`config.mk`:
```
export PLATFORM = sky130hd
export DESIGN_NAME = hack_word_uart_tx
export DESIGN_NICKNAME = d
export VERILOG_FILES = /design/src/rtl/hack_word_uart_tx.sv
export SDC_FILE = /design/constraint.sdc
export NUM_CORES = 1
export LEC_CHECK = 0
export CAP_MARGIN = 20
export CELL_PAD_IN_SITES_DETAIL_PLACEMENT = 2
export CELL_PAD_IN_SITES_GLOBAL_PLACEMENT = 2
export CORE_ASPECT_RATIO = 0.6
export CORE_UTILIZATION = 30
export DETAILED_ROUTE_END_ITERATION = 10
export GPL_TIMING_DRIVEN = 0
export PLACE_DENSITY_LB_ADDON = 0.1
export SYNTH_ARGS = -nofsm -noshare
export SYNTH_HDL_FRONTEND = slang
export SYNTH_SLANG_ARGS = --single-unit
```
`constraint.sdc`:
```
create_clock -name clk -period 1.8 [get_ports clk]
set_input_delay 0.36 -clock clk [delete_from_list [all_inputs] [get_ports clk]]
set_output_delay 0.36 -clock clk [all_outputs]
set_load 0.05 [all_outputs]
```
`src/rtl/hack_word_uart_tx.sv`:
```
// hack_word_uart_tx: sends a 16-bit Hack word as two UART 8N1 frames, low byte first
//   clk   : system clock, rising edge
//   rst_n : asynchronous active-low reset
//   in    : word to send, captured only when load is accepted
//   load  : transmit request, accepted only while busy is low
//   tx    : serial line, idle high
//   busy  : high while a word is in flight
//   done  : one-cycle pulse when the second stop bit completes
module hack_word_uart_tx #(
  parameter int CLKS_PER_BIT = 434
) (
  input  logic        clk,
  input  logic        rst_n,
  input  logic [15:0] in,
  input  logic        load,
  output logic        tx,
  output logic        busy,
  output logic        done
);
  localparam int W = $clog2(CLKS_PER_BIT);
  localparam logic [W-1:0] LAST = W'(CLKS_PER_BIT - 1);
  typedef enum logic [1:0] {IDLE, START, DATA, STOP} state_t;
  state_t      state;
  logic [15:0] hold;
  logic [7:0]  shift;
  logic [2:0]  bit_cnt;
  logic [W-1:0] baud;
  logic        byte_idx;
  logic        tick;
  logic [7:0]  cur;
  assign tick = baud == LAST;
  // byte being framed; read from the holding register so a new `in` cannot disturb it
  assign cur  = byte_idx ? hold[15:8] : hold[7:0];
  always_ff @(posedge clk or negedge rst_n)
    if (!rst_n) begin
      state    <= IDLE;
      hold     <= '0;
      shift    <= '0;
      bit_cnt  <= '0;
      baud     <= '0;
      byte_idx <= 1'b0;
      tx       <= 1'b1;
      busy     <= 1'b0;
      done     <= 1'b0;
    end else begin
      done <= 1'b0;
      if (state != IDLE) baud <= tick ? '0 : baud + 1'b1;
      case (state)
        IDLE: if (load) begin
          hold     <= in;
          byte_idx <= 1'b0;
          busy     <= 1'b1;
          tx       <= 1'b0;
          baud     <= '0;
          state    <= START;
        end
        START: if (tick) begin
          tx      <= cur[0];
          shift   <= {1'b0, cur[7:1]};
          bit_cnt <= '0;
          state   <= DATA;
        end
        DATA: if (tick) begin
          if (bit_cnt == 3'd7) begin
            tx    <= 1'b1;
            state <= STOP;
          end else begin
            tx      <= shift[0];
            shift   <= {1'b0, shift[7:1]};
            bit_cnt <= bit_cnt + 3'd1;
          end
        end
        STOP: if (tick) begin
          if (!byte_idx) begin
            byte_idx <= 1'b1;
            tx       <= 1'b0;
            state    <= START;
          end else begin
            busy  <= 1'b0;
            done  <= 1'b1;
            state <= IDLE;
          end
        end
        default: state <= IDLE;
      endcase
    end
endmodule

```
# Word-level counts from Yosys, hierarchy flattened
# Cells that the tools add are included.
[classes]
reduce_logical = 10
n_addsub = 2
n_mux = 36
eq_ne = 13
[op_table]
columns = ["op", "count"]
rows = [
  ["two-way mux 9 bit", 4],
  ["two-way mux 8 bit", 4],
  ["!= test 2 bit (second input constant)", 8],
  ["one-hot mux 8 bit (2 select lines)", 1],
  ["two-way mux 1 bit", 14],
  ["two-way mux 2 bit", 5],
  ["AND reduction 5 bit", 2],
  ["adder 9 x 1 -> 9 bit (second input constant)", 1],
  ["== test 9 bit (second input constant)", 1],
  ["two-way mux 3 bit", 3],
  ["one-hot mux 2 bit (4 select lines)", 1],
  ["AND reduction 4 bit", 2],
  ["one-hot mux 3 bit (2 select lines)", 1],
  ["nonzero test 2 bit", 3],
  ["== test 2 bit (second input constant)", 2],
  ["one-hot mux 1 bit (2 select lines)", 2],
  ["one-hot mux 1 bit (4 select lines)", 1],
  ["adder 3 x 1 -> 3 bit (second input constant)", 1],
  ["== test 3 bit (second input constant)", 1],
  ["AND reduction 3 bit", 1],
  ["== test 2 x 1 -> 1 bit (second input constant)", 1],
  ["zero test 2 bit", 1],
  ["AND reduction 2 bit", 1],
]
[word_totals]
inputBits = 19
out_inout_bits = 3
reg_bits = 42
elab_cells = 70

# Depth between registers and ports, before layout
# Gate-level depths: netlist of the first run.
[depth]
word_depth = 5
ltp_mapped = 8
depth_no_buf = 6

# Worst setup path before layout of the first run
# Ideal clock, no wire load.
[synth_timing]
kind = "register -> register"
startpoint = "register state[0]"
endpoint = "register shift[3]"
period_less_slack_ns = 1.800
slack_ns = 0.000
required_time_ns = 1.672
setup_time_ns = 0.128
path_buffers = 2
arrival_ns = 1.672
path_stages_with_launch = 8
path_cell_list = "dfrtp_1 inv_1 ha_1 clkbuf_1 nor2b_1 o211ai_1 buf_2 o21ai_0"
[synth_between]
elab_chain_cells = 3
word_cells_on_any_way = 8
classes_between = "5 x eq/ne; 1 x mux; 2 x reduce/logical"
[synth_lines]
columns = ["element", "line", "source"]
rows = [
  ["from (decl)", "23", "state_t state;"],
  ["from (signal assigned)", "36", "state <= IDLE;"],
  ["from (signal assigned)", "55", "state <= START;"],
  ["from (signal assigned)", "61", "state <= DATA;"],
  ["== test 2 bit or == test 2 x 1 -> 1 bit (tied branches)", "48", "case (state)"],
  ["!= test 2 bit (no line) or nonzero test 2 bit (tied branches)", "--", ""],
  ["AND reduction 4 bit (no line)", "--", ""],
  ["to (signal assigned)", "59", "shift <= {1'b0, cur[7:1]};"],
  ["to (signal assigned)", "69", "shift <= {1'b0, shift[7:1]};"],
  ["to (decl)", "25", "logic [7:0] shift;"],
]
# Parallel ways exist; a longest one is shown, timed or not.
# A chain may end at the register's enable or synchronous reset.

# Worst setup path after layout of the first run
[layout_timing]
startpoint = "register state[0]"
endpoint = "register state[1]"
[layout_between]
elab_chain_cells = 3
word_cells_on_any_way = 11
classes_between = "8 x eq/ne; 1 x mux; 2 x reduce/logical"
[layout_lines]
columns = ["element", "line"]
rows = [
  ["== test 2 bit (tied with other cells)", "48"],
  ["!= test 2 bit (no line)", "--"],
  ["AND reduction 5 bit (no line)", "--"],
]
# Parallel ways exist; a longest one is shown, timed or not.

==> results of run 1 <==
Yosys cell counts, types with 3 or more instances:
cell / instances
a21oi_1: 12
a22o_1: 7
buf_2: 4
clkbuf_1: 3
dfrtp_1: 40
ha_1: 8
inv_1: 7
mux2_2: 19
mux2i_1: 7
nand2_1: 18
nand3_1: 3
nor2_1: 14
nor2b_1: 4
nor3_1: 4
o21ai_0: 9
o21ai_1: 6
worst min-delay path, stage by stage, from the launching register on:
cell and delay [ns]:
dfrtp_1 0.34, nand2_1 0.05, o21ai_0 0.06
timing repair:
item	CTS	global route
resized for setup	25	14
pin swaps	2	3
setup endpoints to repair	33	24
hold endpoints to repair	13	0
hold buffers	1	0
buffers inserted	4	9
metal layers:
| metal | track usage, % | part of all wire [%] | vias up |
|---|---|---|---|
| met3 | 3.94 | 2.7 | 2 |
| met2 | 27.2 | 44 | 20 |
| met4 | 3.55 | 0.35 | 0 |
| met5 | 0 | 0 | - |
| met1 | 26.0 | 53 | 831 |
| li1 | - | - | 761 |
where the power goes:
part	switching (uW)	total, uW	internal [uW]	leakage (uW)
clock	392	914	521	0.0000704
combinational	915	1800	880	0.000598
sequential	197	1400	1200	0.000515
cells by family after synthesis:
| kind of cell | after synthesis | share of synthesized area, % |
|---|---|---|
| flops | 41 | 50.0 |
| fa+ha+maj | 8 | 4.87 |
| buf+inv | 14 | 2.80 |
| compound gates | 46 | 15.2 |
| simple gates | 52 | 12.8 |
| mux | 27 | 14.4 |
worst max path at each step:
stage	from	end	slack (ns)	cells after the start
global route	baud[1]	state[1]	-0.05	6
detailed placement	state[0]	shift[2]	-0.56	8
floorplan	state[0]	shift[3]	0.00009	7
global placement	rst_n	shift[3]	-0.68	1
CTS	baud[3]	state[1]	-0.03	4
finish	state[0]	state[1]	0.001	8
stage by stage:
step	power (uW)	cells	util [%]	worst slack [ns]	TNS (ns)
after global routing	4370	315	43.3	-0.0541	-0.160
final	4110	315	43.3	0.00113	0
after CTS	3970	306	41.6	-0.0302	-0.0302
after detailed placement	2840	294	37.5	-0.557	-8.30
after global placement	2700	293	37.3	-0.682	-32.65
after floorplan	2340	188	-	0.0000939	0
cell type report:
class / count / area [sq um]
tap: 84 / 105
fill: 660 / 3610
buffer: 6 / 48.8
multi-input combinational: 133 / 1050
inverter: 7 / 26.3
sequential: 41 / 1030
clock inverter: 3 / 25.0
timing repair buffer: 36 / 337
clock buffer: 5 / 125
state kept, by name (all words and copies together), names as in the netlist:
signal	count
hold	16
baud	9
shift	7
bit_cnt	3
state	2
busy	1
byte_idx	1
done	1
tx	1
==> summary.md, run 1 <==
| Metric | Value |
|---|---|
| Max VDD drop | about 0.53 mV |
| RePlAce Congestion | between 0.7 and 0.8 |
| Worst path top cell family by delay | simple AND/OR/NAND/NOR gates |
| Hpwl dp | around 4300 um |
| Diodes inserted | 0 |
| FF-to-FF setup slack | between 0.001 and 0.0015 ns |
| Die width | 109 um |
| Htree depth | 2 |
| Reg2reg start | state[0] |
| Max-slew violation count | 0 |
| Worst hold-check path type | flip-flop to flip-flop |
| HP Start | shift[4] |
| Syn Nets | roughly 220 |
| Hold Violations, Final | 0 |
| CTS Sinks | 41 |
| Ys flop type | dfrtp_1 |
| Mapped Area | roughly 0.0021 sq mm |
| Worst Path Buf+Inv | 3 |
| Critical-path cell list | inv_2 > ha_2 > buf_6 > nor2b_2 > clkbuf_8 > nor2_4 > and2_4 > mux2_1 |
| Wire per inst | between 15 and 20 um |
| Largest net degree at the start of global routing | 29 |
| WP data required | slightly below 2 ns |
| Part of the Yosys area used for sequential elements | 50.0% |
| Initial antenna violation count | 0 |
| Data arrival, critical path | 1.96 ns |
| Total congestion overflow | 0 |
| Cells after synthesis | between 150 and 200 |
| Period utilization | roughly 100% |
| Final Instance Area | between 0.002 and 0.003 sq mm |
| Initial Util | 32.3% |
| Cell Rows | 22 |
| Endpoint class of the critical path | flip-flop |
| Post-route DRC violation count | 0 |
| Synth Area per Inst | between 10 and 15 sq um |
| Num CTS Buffers | 5 |
| Worst relative slew slack | between 60% and 70% |
| PwrDens | around 1500 mW/mm^2 |
| Post-route ant nets | 0 |
| Hold Slack | between 0.4 and 0.5 ns |
| Core Area | between 0.006 and 0.007 sq mm |
| Leading post-synthesis cells by cell area | dfrtp_1 49%, mux2_2 10%, ha_1 4.9% |
| DIE AREA | approximately 0.0072 sq mm |
| Starting DRT DRC Count | 39 |
| Net count, final | approximately 260 |
| Vias post-DR | roughly 1600 |
| Hold path depth | 2 |
| Static leakage | roughly 0.0012 uW |
| RSZ-0062 raised after global routing | yes |
| Chip Height | between 60 and 70 um |
| CP startpoint kind | flip-flop |
| Vias in the first global route | ~1700 |
| Crit Path Max Fanout | 7 |
| Pre-antenna DRT Iters | 4 |
| Root Driver | clkbuf_16 |
| # IOs | 22 |
| Post-Route WL | 5920 um |
| Max-Cap Viols | 0 |
| R2R cell count | 8 |
| TritonCTS clock tree | yes |
| Clk buf depth | 2 |
| Worst-skew pair later-pin latency | 0.28 ns |
| Clock transition at the registers of the reported paths | about 0.06 ns |
| Setup violators final | 0 |
| EDFF count, synth | 0 |
| Measured slew at the worst slew-check pin | about 0.50 ns |
| Highest clock rate | 556 MHz |
| Flops & latches, synth | 41 |
| CP max stage delay | ~0.38 ns |
| Slowest cell on crit path | dfrtp_1 |
| IO Port Bufs | 21 |
| Commonest non-fill, non-tap cells in the layout | 36 x dfrtp_1, 17 x mux2_2, 17 x clkdlybuf4s50_1 |
| Clock period minus worst slack | roughly 1.8 ns |
| First-pass GRT wire length | 9250 um |
| Yosys top cell by area | dfrtp_1 |
| Worst R2R End | state[1] |
| Status | finished clean |
| Gr usage total | 17.9% |
| Post-synthesis cell type count | 36 |
| DR vias/cell | between 5 and 6 |
| Kind of critical path | flip-flop to flip-flop |
| Top-area cell type share of the netlist area | between 40 and 50% |
| Synth async-reset ratio | 100% |
| Synth warn | 0 |
| Most common cell after layout, fill and taps aside | dfrtp_1 |
| Placed inst area | roughly 0.0024 sq mm |
| Share of layout cells above drive strength 1 | about a third |
| Hold endpoint | shift[4] |
| Area grow syn2layout | 33.8% |
| Worst Skew | between 0.002 and 0.0025 ns |
No activity file was read; power rests on OpenSTA's default activity.
==> run 2: changes to the inputs <==
GPL_TIMING_DRIVEN = 1   (was 0)
==> summary.md, run 2 (synthesis results as in run 1) <==
| Metric | Value |
|---|---|
| Detail Route met2 WL | 2630 um (was 2620 um) |
| Htree depth | 2 (unchanged) |
| Diodes inserted | 0 (unchanged) |
| Static leakage | 0.00116 uW (was 0.00118 uW) |
| Hold Buf Count CTS | 0 (was 1) |
| Commonest non-fill, non-tap cells in the layout | 40 x dfrtp_1, 25 x buf_4, 19 x mux2_2 (was 36 x dfrtp_1, 17 x mux2_2, 17 x clkdlybuf4s50_1) |
| Max-Cap Viols | 0 (unchanged) |
| Max reg flops | 16 (unchanged) |
| Crit Path Max Fanout | 3 (was 7) |
| CP startpoint kind | flip-flop (unchanged) |
| Period utilization | 97.9% (was 99.9%) |
| Chip Height | 66.1 um (unchanged) |
| Net count, final | 260 (was 257) |
| Die width | 109 um (unchanged) |
| Biggest regs | hold x16, baud x9, shift x7 (unchanged) |
| Vias in the first global route | 1806 (was 1676) |
| Total length of routed met3 wires | 155 um (was 158 um) |
| Endpoint class of the critical path | flip-flop (unchanged) |
| Data arrival, critical path | 1.93 ns (was 1.96 ns) |
| Highest clock rate | 567 MHz (was 556 MHz) |
| Worst hold-check path type | input pin to asynchronous set/reset pin (was flip-flop to flip-flop) |
| Initial Util | 32.3% (unchanged) |
| R2R cell count | 4 (was 8) |
| Clk buf depth | 2 (unchanged) |
| Hpwl dp | 4550 um (was 4340 um) |
| Max Used Layer | met4 (unchanged) |
| Share of layout cells above drive strength 1 | 31.2% (was 31.6%) |
| PwrDens | 1530 mW/mm^2 (was 1490 mW/mm^2) |
| FF-to-FF setup slack | 0.04 ns (was 0.001 ns) |
| Final core occ | 43.0% (was 43.3%) |
| Status | finished, violations left (was finished clean) |
| Setup TNS | 0 ns (unchanged) |
| M1 WL | 3350 um (was 3130 um) |
| Initial antenna violation count | 0 (unchanged) |
| WP data required | 1.97 ns (about the same) |
| DIE AREA | 0.00720 sq mm (unchanged) |
| Num CTS Buffers | 5 (unchanged) |
| Max VDD drop | 0.783 mV (was 0.529 mV) |
| Measured slew at the worst slew-check pin | 0.417 ns (was 0.500 ns) |
| Cell Rows | 22 (unchanged) |
| Area grow syn2layout | 33.1% (was 33.8%) |
| Worst relative slew slack | 72.2% (was 66.6%) |
| Post-route DRC violation count | 0 (unchanged) |
| TritonCTS clock tree | yes (unchanged) |
| Core Area | 0.00636 sq mm (unchanged) |
| Largest register by flop count | hold (unchanged) |
| Most common cell after layout, fill and taps aside | dfrtp_1 (unchanged) |
| Worst-skew pair later-pin latency | 0.29 ns (was 0.28 ns) |
| Gr usage total | 19.1% (was 17.9%) |
| Clock transition at the registers of the reported paths | 0.07 ns (was 0.06 ns) |
| Setup violators final | 0 (unchanged) |
| Kind of critical path | flip-flop to flip-flop (unchanged) |
| Wire per inst | 19.4 um (was 18.8 um) |
| # IOs | 22 (unchanged) |
| Vias post-DR | 1623 (was 1614) |
| Worst Skew | 0.00900 ns (was 0.00231 ns) |
| CTS Sinks | 41 (unchanged) |
| Total congestion overflow | 0 (unchanged) |
| Filler instances | 664 (was 660) |
| DR vias/cell | 5.10 (was 5.12) |
| Hold Violations, Final | 16 (was 0) |
| Starting DRT DRC Count | 43 (was 39) |
| Failing checks | hold timing |
| Pre-antenna DRT Iters | 4 (unchanged) |
| Post-Route WL | 6180 um (was 5920 um) |
| Root Driver | clkbuf_16 (unchanged) |
| RePlAce Congestion | 0.790 (was 0.740) |
| Post-route ant nets | 0 (unchanged) |
| IO Port Bufs | 21 (unchanged) |
| Largest net degree at the start of global routing | 19 (was 29) |
| Clock period minus worst slack | 1.76 ns (was 1.80 ns) |
| Max-slew violation count | 0 (unchanged) |
| First-pass GRT wire length | 9870 um (was 9250 um) |
| Hold Slack | -0.00862 ns (was 0.485 ns) |
[run 2: changes by cell type in the layout (fill, tap and decap cells not counted), moves of 2 or more]
cell           delta
ha_1              -2
mux2_4            -2
mux2_2            +2
dfrtp_1           +4
dfrtp_2           -4
nand2_1           +2
dlygate4sd2_1     -2
buf_4            +12
[run 2: area by class of cell]
type,instances,area [sq um],share of cell area (%)
clock buffer,5,125,4.57
clock inverter,3,25.0,0.914
inverter,7,26.3,0.960
multi-input combinational,133,1030,37.8
sequential,41,1030,37.5
tap,84,105,3.84
timing repair buffer,45,394,14.4
[run 2: critical path, stage by stage (launching register included)]
cell and delay [ns]:
dfrtp_1 0.38, or4b_4 0.58, o32ai_4 0.15, and2_4 0.19
mux2_1 0.34
[run 2: power breakdown]
group | internal, uW | switching (uW)
logic | 924 | 955
clock network | 522 | 422
registers | 1200 | 163
total | 2640 | 1540
[run 2: metrics by stage]
step / setup slack [ns] / std cells / instance area (sq um) / power [uW]
CTS: 0.00880 / 316 / 2670 / 4070
finish: 0.0374 / 318 / 2740 / 4180
detailed placement: -0.0467 / 305 / 2480 / 3010
global placement: -0.0149 / 305 / 2480 / 2880
global route: -0.0189 / 318 / 2740 / 4430
floorplan: 0.0000939 / 188 / 2060 / 2340
[run 2: worst paths after layout]
kind                       startpoint        to
max reg2reg                   baud[6]  state[1]
min                             rst_n   baud[0]
max in group asynchronous       rst_n        tx
max                           baud[6]  state[1]
min in group clk             shift[6]  shift[6]
min reg2reg                  shift[6]  shift[6]
[run 2: repair_timing]
action	in CTS	in global routing
endpoints found under the setup margin	2	15
pin swaps	1	3
resized for setup	4	13
buffers inserted	3	2
cloned	0	0
[run 2: routing by layer]
layer / global-route usage (%) / vias up
li1: - / 763
met3: 3.65 / 4
met1: 28.0 / 834
met5: 0 / -
met4: 4.05 / 0
met2: 28.7 / 22
==> run 3: changes to the inputs <==
CORE_MARGIN = 2   (was not set)
CORE_UTILIZATION = 33   (was 30)
==> summary.md, run 3 (synthesis results as in run 1) <==
| Metric | Value |
|---|---|
| Status | finished clean (was finished, violations left) |
| First-pass GRT wire length | 9340 um (was 9870 um) |
| RSZ-0062 raised after global routing | yes |
| Max-slew violation count | 0 (unchanged) |
| Slowest cell on crit path | or4b_4 (unchanged) |
| # IOs | 22 (unchanged) |
| Area grow syn2layout | 29.3% (was 33.1%) |
| Reg2reg start | baud[6] (unchanged) |
| Highest clock rate | 579 MHz (was 567 MHz) |
| CP startpoint kind | flip-flop (unchanged) |
| Clk buf depth | 2 (unchanged) |
| Static leakage | 0.00113 uW (was 0.00116 uW) |
| Placed inst area | 0.00249 sq mm (was 0.00248 sq mm) |
| Wire per inst | 17.9 um (was 19.4 um) |
| Filler instances | 635 (was 664) |
| Most common cell after layout, fill and taps aside | dfrtp_1 (unchanged) |
| DIE AREA | 0.00690 sq mm (was 0.00720 sq mm) |
| Max VDD drop | 0.460 mV (was 0.783 mV) |
| Worst-skew pair later-pin latency | 0.30 ns (was 0.29 ns) |
| TritonCTS clock tree | yes (unchanged) |
| Max reg flops | 16 (unchanged) |
| R2R cell count | 4 (unchanged) |
| Biggest regs | hold x16, baud x9, shift x7 (unchanged) |
| Cell Rows | 22 (unchanged) |
| WP data required | 1.99 ns (was 1.97 ns) |
| PwrDens | 1410 mW/mm^2 (was 1530 mW/mm^2) |
| Hold Buf Count CTS | 0 (unchanged) |
| IO Port Bufs | 21 (unchanged) |
| Worst relative slew slack | 62.3% (was 72.2%) |
| Largest register by flop count | hold (unchanged) |
| Total congestion overflow | 0 (unchanged) |
| Max-Cap Viols | 0 (unchanged) |
| Chip Height | 65.1 um (was 66.1 um) |
| Post-route ant nets | 0 (unchanged) |
| Hold Slack | 0.0451 ns (was -0.00862 ns) |
| Initial Util | 33.9% (was 32.3%) |
| Share of layout cells above drive strength 1 | 28.6% (was 31.2%) |
| Hpwl dp | 4470 um (was 4550 um) |
| Pre-antenna DRT Iters | 4 (unchanged) |
| Die width | 106 um (was 109 um) |
| Diodes inserted | 0 (unchanged) |
| Largest net degree at the start of global routing | 23 (was 19) |
| Root Driver | clkbuf_8 (was clkbuf_16) |
| Vias in the first global route | 1736 (was 1806) |
| Vias post-DR | 1574 (was 1623) |
| CTS Sinks | 41 (unchanged) |
| Starting DRT DRC Count | 23 (was 43) |
| Worst path top cell family by delay | simple AND/OR/NAND/NOR gates (unchanged) |
| Data arrival, critical path | 1.91 ns (was 1.93 ns) |
| Worst hold-check path type | input pin to asynchronous set/reset pin (unchanged) |
| CP max stage delay | 0.58 ns (about the same) |
| Period utilization | 96.0% (was 97.9%) |
| Final core occ | 43.9% (was 43.0%) |
| Post-route DRC violation count | 0 (unchanged) |
| Clock period minus worst slack | 1.73 ns (was 1.76 ns) |
| Worst R2R End | state[1] (unchanged) |
| Endpoint class of the critical path | flip-flop (unchanged) |
| Crit Path Max Fanout | 3 (unchanged) |
| Clock transition at the registers of the reported paths | 0.08 ns (was 0.07 ns) |
| Worst Path Buf+Inv | 0 (unchanged) |
| Kind of critical path | flip-flop to flip-flop (unchanged) |
| RePlAce Congestion | 0.818 (was 0.790) |
| Core Area | 0.00606 sq mm (was 0.00636 sq mm) |
| Setup violators final | 0 (unchanged) |
| Hold Violations, Final | 0 (was 16) |
| Worst Skew | 0.00544 ns (was 0.00900 ns) |
| Gr usage total | 18.1% (was 19.1%) |
| Critical-path cell list | or4b_4 > o32ai_2 > and2_4 > mux2_1 (was or4b_4 > o32ai_4 > and2_4 > mux2_1) |
| DR vias/cell | 5.00 (was 5.10) |
| Num CTS Buffers | 5 (unchanged) |
| Net count, final | 257 (was 260) |
| FF-to-FF setup slack | 0.07 ns (was 0.04 ns) |
| Commonest non-fill, non-tap cells in the layout | 40 x dfrtp_1, 21 x buf_4, 19 x mux2_2 (was 40 x dfrtp_1, 25 x buf_4, 19 x mux2_2) |
| Htree depth | 2 (unchanged) |
| Setup TNS | 0 ns (unchanged) |
| Measured slew at the worst slew-check pin | 0.566 ns (was 0.417 ns) |
| Final Instance Area | 0.00266 sq mm (was 0.00274 sq mm) |
| Initial antenna violation count | 0 (unchanged) |
| Post-Route WL | 5630 um (was 6180 um) |
[run 3: cell count changes in the layout (fill, tap and decap cells not counted), moves of 2 or more]
cell | previous run | this run
ha_2 | 4 | 0
buf_4 | 25 | 21
ha_1 | 3 | 7
buf_12 | 1 | 3
clkbuf_8 | 0 | 6
clkbuf_16 | 5 | 0
[run 3: power breakdown]
part | total, uW | internal, uW | switching (uW)
clock network | 645 | 312 | 333
logic | 1740 | 871 | 864
registers | 1370 | 1200 | 172
[run 3: per-stage QoR]
step	total power, uW	setup slack (ns)	cells
2_1_floorplan	2340	0.0000939	188
3_3_place_gp	2890	-0.00438	303
5_1_grt	4060	-0.0456	315
6_report	3750	0.0726	315
4_1_cts	3680	0.000612	311
3_5_place_dp	3000	-0.0709	303
[run 3: layer usage]
metal	GRT usage (%)	vias up	wire length (um)
li1	-	753	-
met1	28.3	783	3040
met2	24.9	31	2250
met3	3.57	7	270
met4	5.43	0	66
met5	0	-	0
[run 3: repair_timing]
action | CTS | global route
cloned | 0 | 0
endpoints found under the setup margin | 1 | 10
buffers inserted | 0 | 4
resized for setup | 3 | 9
pin swaps | 0 | 4
[run 3: worst max-delay path by stage]
stage,from,endpoint,slack (ns),cells past startpoint
finish,baud[6],state[1],0.07,4
global placement,load,state[1],-0.004,5
global route,state[0],bit_cnt[0],-0.05,6
floorplan,state[0],shift[3],0.00009,7
CTS,baud[1],state[1],0.0006,6
detailed placement,baud[1],tx,-0.07,6
[run 3: layout make-up]
class | count | area, sq um | area share [%]
clock buffer | 7 | 86.3 | 3.25
clock inverter | 1 | 7.51 | 0.282
inverter | 7 | 26.3 | 0.989
multi-input combinational | 133 | 1010 | 38.1
sequential | 41 | 1030 | 38.7
tap | 84 | 105 | 3.95
timing repair buffer | 42 | 393 | 14.8
==> variant, RTL diff (flow settings as in run 3) <==
Add an input register stage for `in` and `load`, without a reset; this delays them by one clock.
--- a/src/rtl/hack_word_uart_tx.sv
+++ b/src/rtl/hack_word_uart_tx.sv
@@ -22,2 +22,11 @@
   typedef enum logic [1:0] {IDLE, START, DATA, STOP} state_t;
+
+  logic [15:0] in_q;
+  logic load_q;
+
+  always_ff @(posedge clk) begin
+      in_q   <= in;
+      load_q <= load;
+  end
+
   state_t      state;
@@ -48,4 +57,4 @@
       case (state)
-        IDLE: if (load) begin
-          hold     <= in;
+        IDLE: if (load_q) begin
+          hold     <= in_q;
           byte_idx <= 1'b0;
Formal check against the unedited RTL: not equivalent (Yosys sat finds a counterexample within 4 cycles, from zero or initial values and one cycle with rst_n low).
==> variant against run 3 <==
Design area up 17%; first-iteration DRC count rose to 3.0 times the old value; highest routed layer unchanged; worst setup slack better by 0.033 ns; wire length up 13%; sequential cell count up 17; synthesized area up 14%; largest cell class unchanged; final cell count up 5.1%; power up 39%.
==> variant: results (changes against run 3) <==
Routed vias: 1668 (+6.0%)
Post-DP HPWL: 4.524 mm (+1.2%)
Final Skew: 0.007187 ns (+0.001744 ns)
Maximum vdd drop: 0.6277 mV (+36%)
Iter 0 DRT Violations: 69 (+200%)
Synth cell types: 33 (-8.3%)
Dpl ws: -0.08627 ns (-0.01538 ns)
Worst skew pair latency: 0.33 ns (+0.03 ns)
Vias in the first global route: 1915 (+10%)
Post-synth top cells: 40 x dfrtp_1, 19 x mux2_2, 18 x nand2_1
Outcome: finished, final reports clean
DR WL/cell: 19.25 microns (+7.8%)
Area Growth Syn to Fin: 32.78%
CTS root buffer: clkbuf_16
Gr usage total: 0.1848 (+0.003700)
TritonCTS Buffers: 9 (+4)
Regs by FF count: hold (16), in_q (16), baud (9)
First-pass GRT wire length: 10.74 mm (+15%)
Compound-Gate Fraction of Synth Area: 0.1198 (-0.03177)
Synth async-reset ratio: 0.7069 (-0.2931)
Largest net degree at the start of global routing: 24 (+4.3%)
DR vias/cell: 5.039 (+0.85%)
Hold crit path type: flip-flop to flip-flop
Adder-Cell Fraction of Synth Area: 0.04278 (-0.005911)
Syn_nets: 226 (+5.1%)
Placed Cells: 311 (+2.6%)
Nets: 266 (+3.5%)
Total leakage power: 1.364 nW (+20%)
Gpl congestion: 0.7404 (-9.5%)
Layout cells sized above 1: 0.2541 (-0.03162)
Worst slew margin: 0.6575 (+0.03456)
Fraction of the yosys area taken by sequential cells: 0.5845 (+0.08480)
Mux contribution to synthesized area: 0.1257 (-0.01797)
H-tree depth: 3 (+1)
Syn avg cell area: 11.76 sq um (+7.5%)
Clock transition at the registers of the reported paths: 0.05 ns (-0.03 ns)
-- variant: critical path, stage by stage, from the launching register on --
cell	delay, ns
dfrtp_1	0.41
inv_1	0.11
ha_2	0.26
or4_1	0.53
o32a_1	0.17
o21a_1	0.10
-- variant: layout make-up --
cell class | count | area share
Timing Repair Buffer | 37 | 0.1112
Sequential cell | 58 | 0.4402
Clock inverter | 6 | 0.02859
Tap cell | 87 | 0.03504
Inverter | 5 | 0.006041
Multi-Input combinational cell | 128 | 0.3021
Clock buffer | 10 | 0.07692
-- variant: cell families after synthesis --
family / count (synthesis)
buffers and inverters: 13
muxes: 27
and+or+nand+nor: 48
adders and majority gates: 8
DFF: 58
AOI/OAI and AO/OA: 45
-- variant: stage by stage --
step,hold slack (ns),TNS (ns)
2_1_floorplan,0.06441,0
3_3_place_gp,0.3442,0
3_5_place_dp,0.3545,-0.3220
4_1_cts,0.4568,0
5_1_grt,0.4672,0
6_report,0.4620,0
-- variant: worst paths after layout --
path,depth (start not counted),endpoint,from,slack (ns)
worst max-delay path,5,state[0]$_DFFE_PN0P_,state[1]$_DFFE_PN0P_,0.11
worst min-delay path,1,hold[4]$_DFFE_PN0P_,in_q[4]$_DFF_P_,0.46
worst max register to register,5,state[0]$_DFFE_PN0P_,state[1]$_DFFE_PN0P_,0.11
worst min register to register,1,hold[4]$_DFFE_PN0P_,in_q[4]$_DFF_P_,0.46
max in group asynchronous,3,hold[4]$_DFFE_PN0P_,rst_n,0.76
min in group asynchronous,2,baud[2]$_DFF_PN0_,rst_n,0.54
-- variant: metal layers --
layer / GRT usage / up-vias / share of wire
li1: - / 785 / -
met5: 0 / - / 0
met1: 0.2482 / 844 / 0.48
met3: 0.05944 / 10 / 0.033
met2: 0.2828 / 29 / 0.47
met4: 0.06369 / 0 / 0.016
-- variant: power breakdown --
part	internal [mW]	switching [mW]	total, mW
registers	1.60	0.202	1.81
logic	0.719	0.837	1.56
clock network	1.25	0.603	1.85
-- variant: repair_timing --
item / CTS / global route
gates resized for setup: 4 / 4
pin swaps: 2 / 1
setup endpoints to repair: 10 / 7
setup buffers: 2 / 1
hold buffers: 1 / 0
hold endpoints to repair: 4 / 0
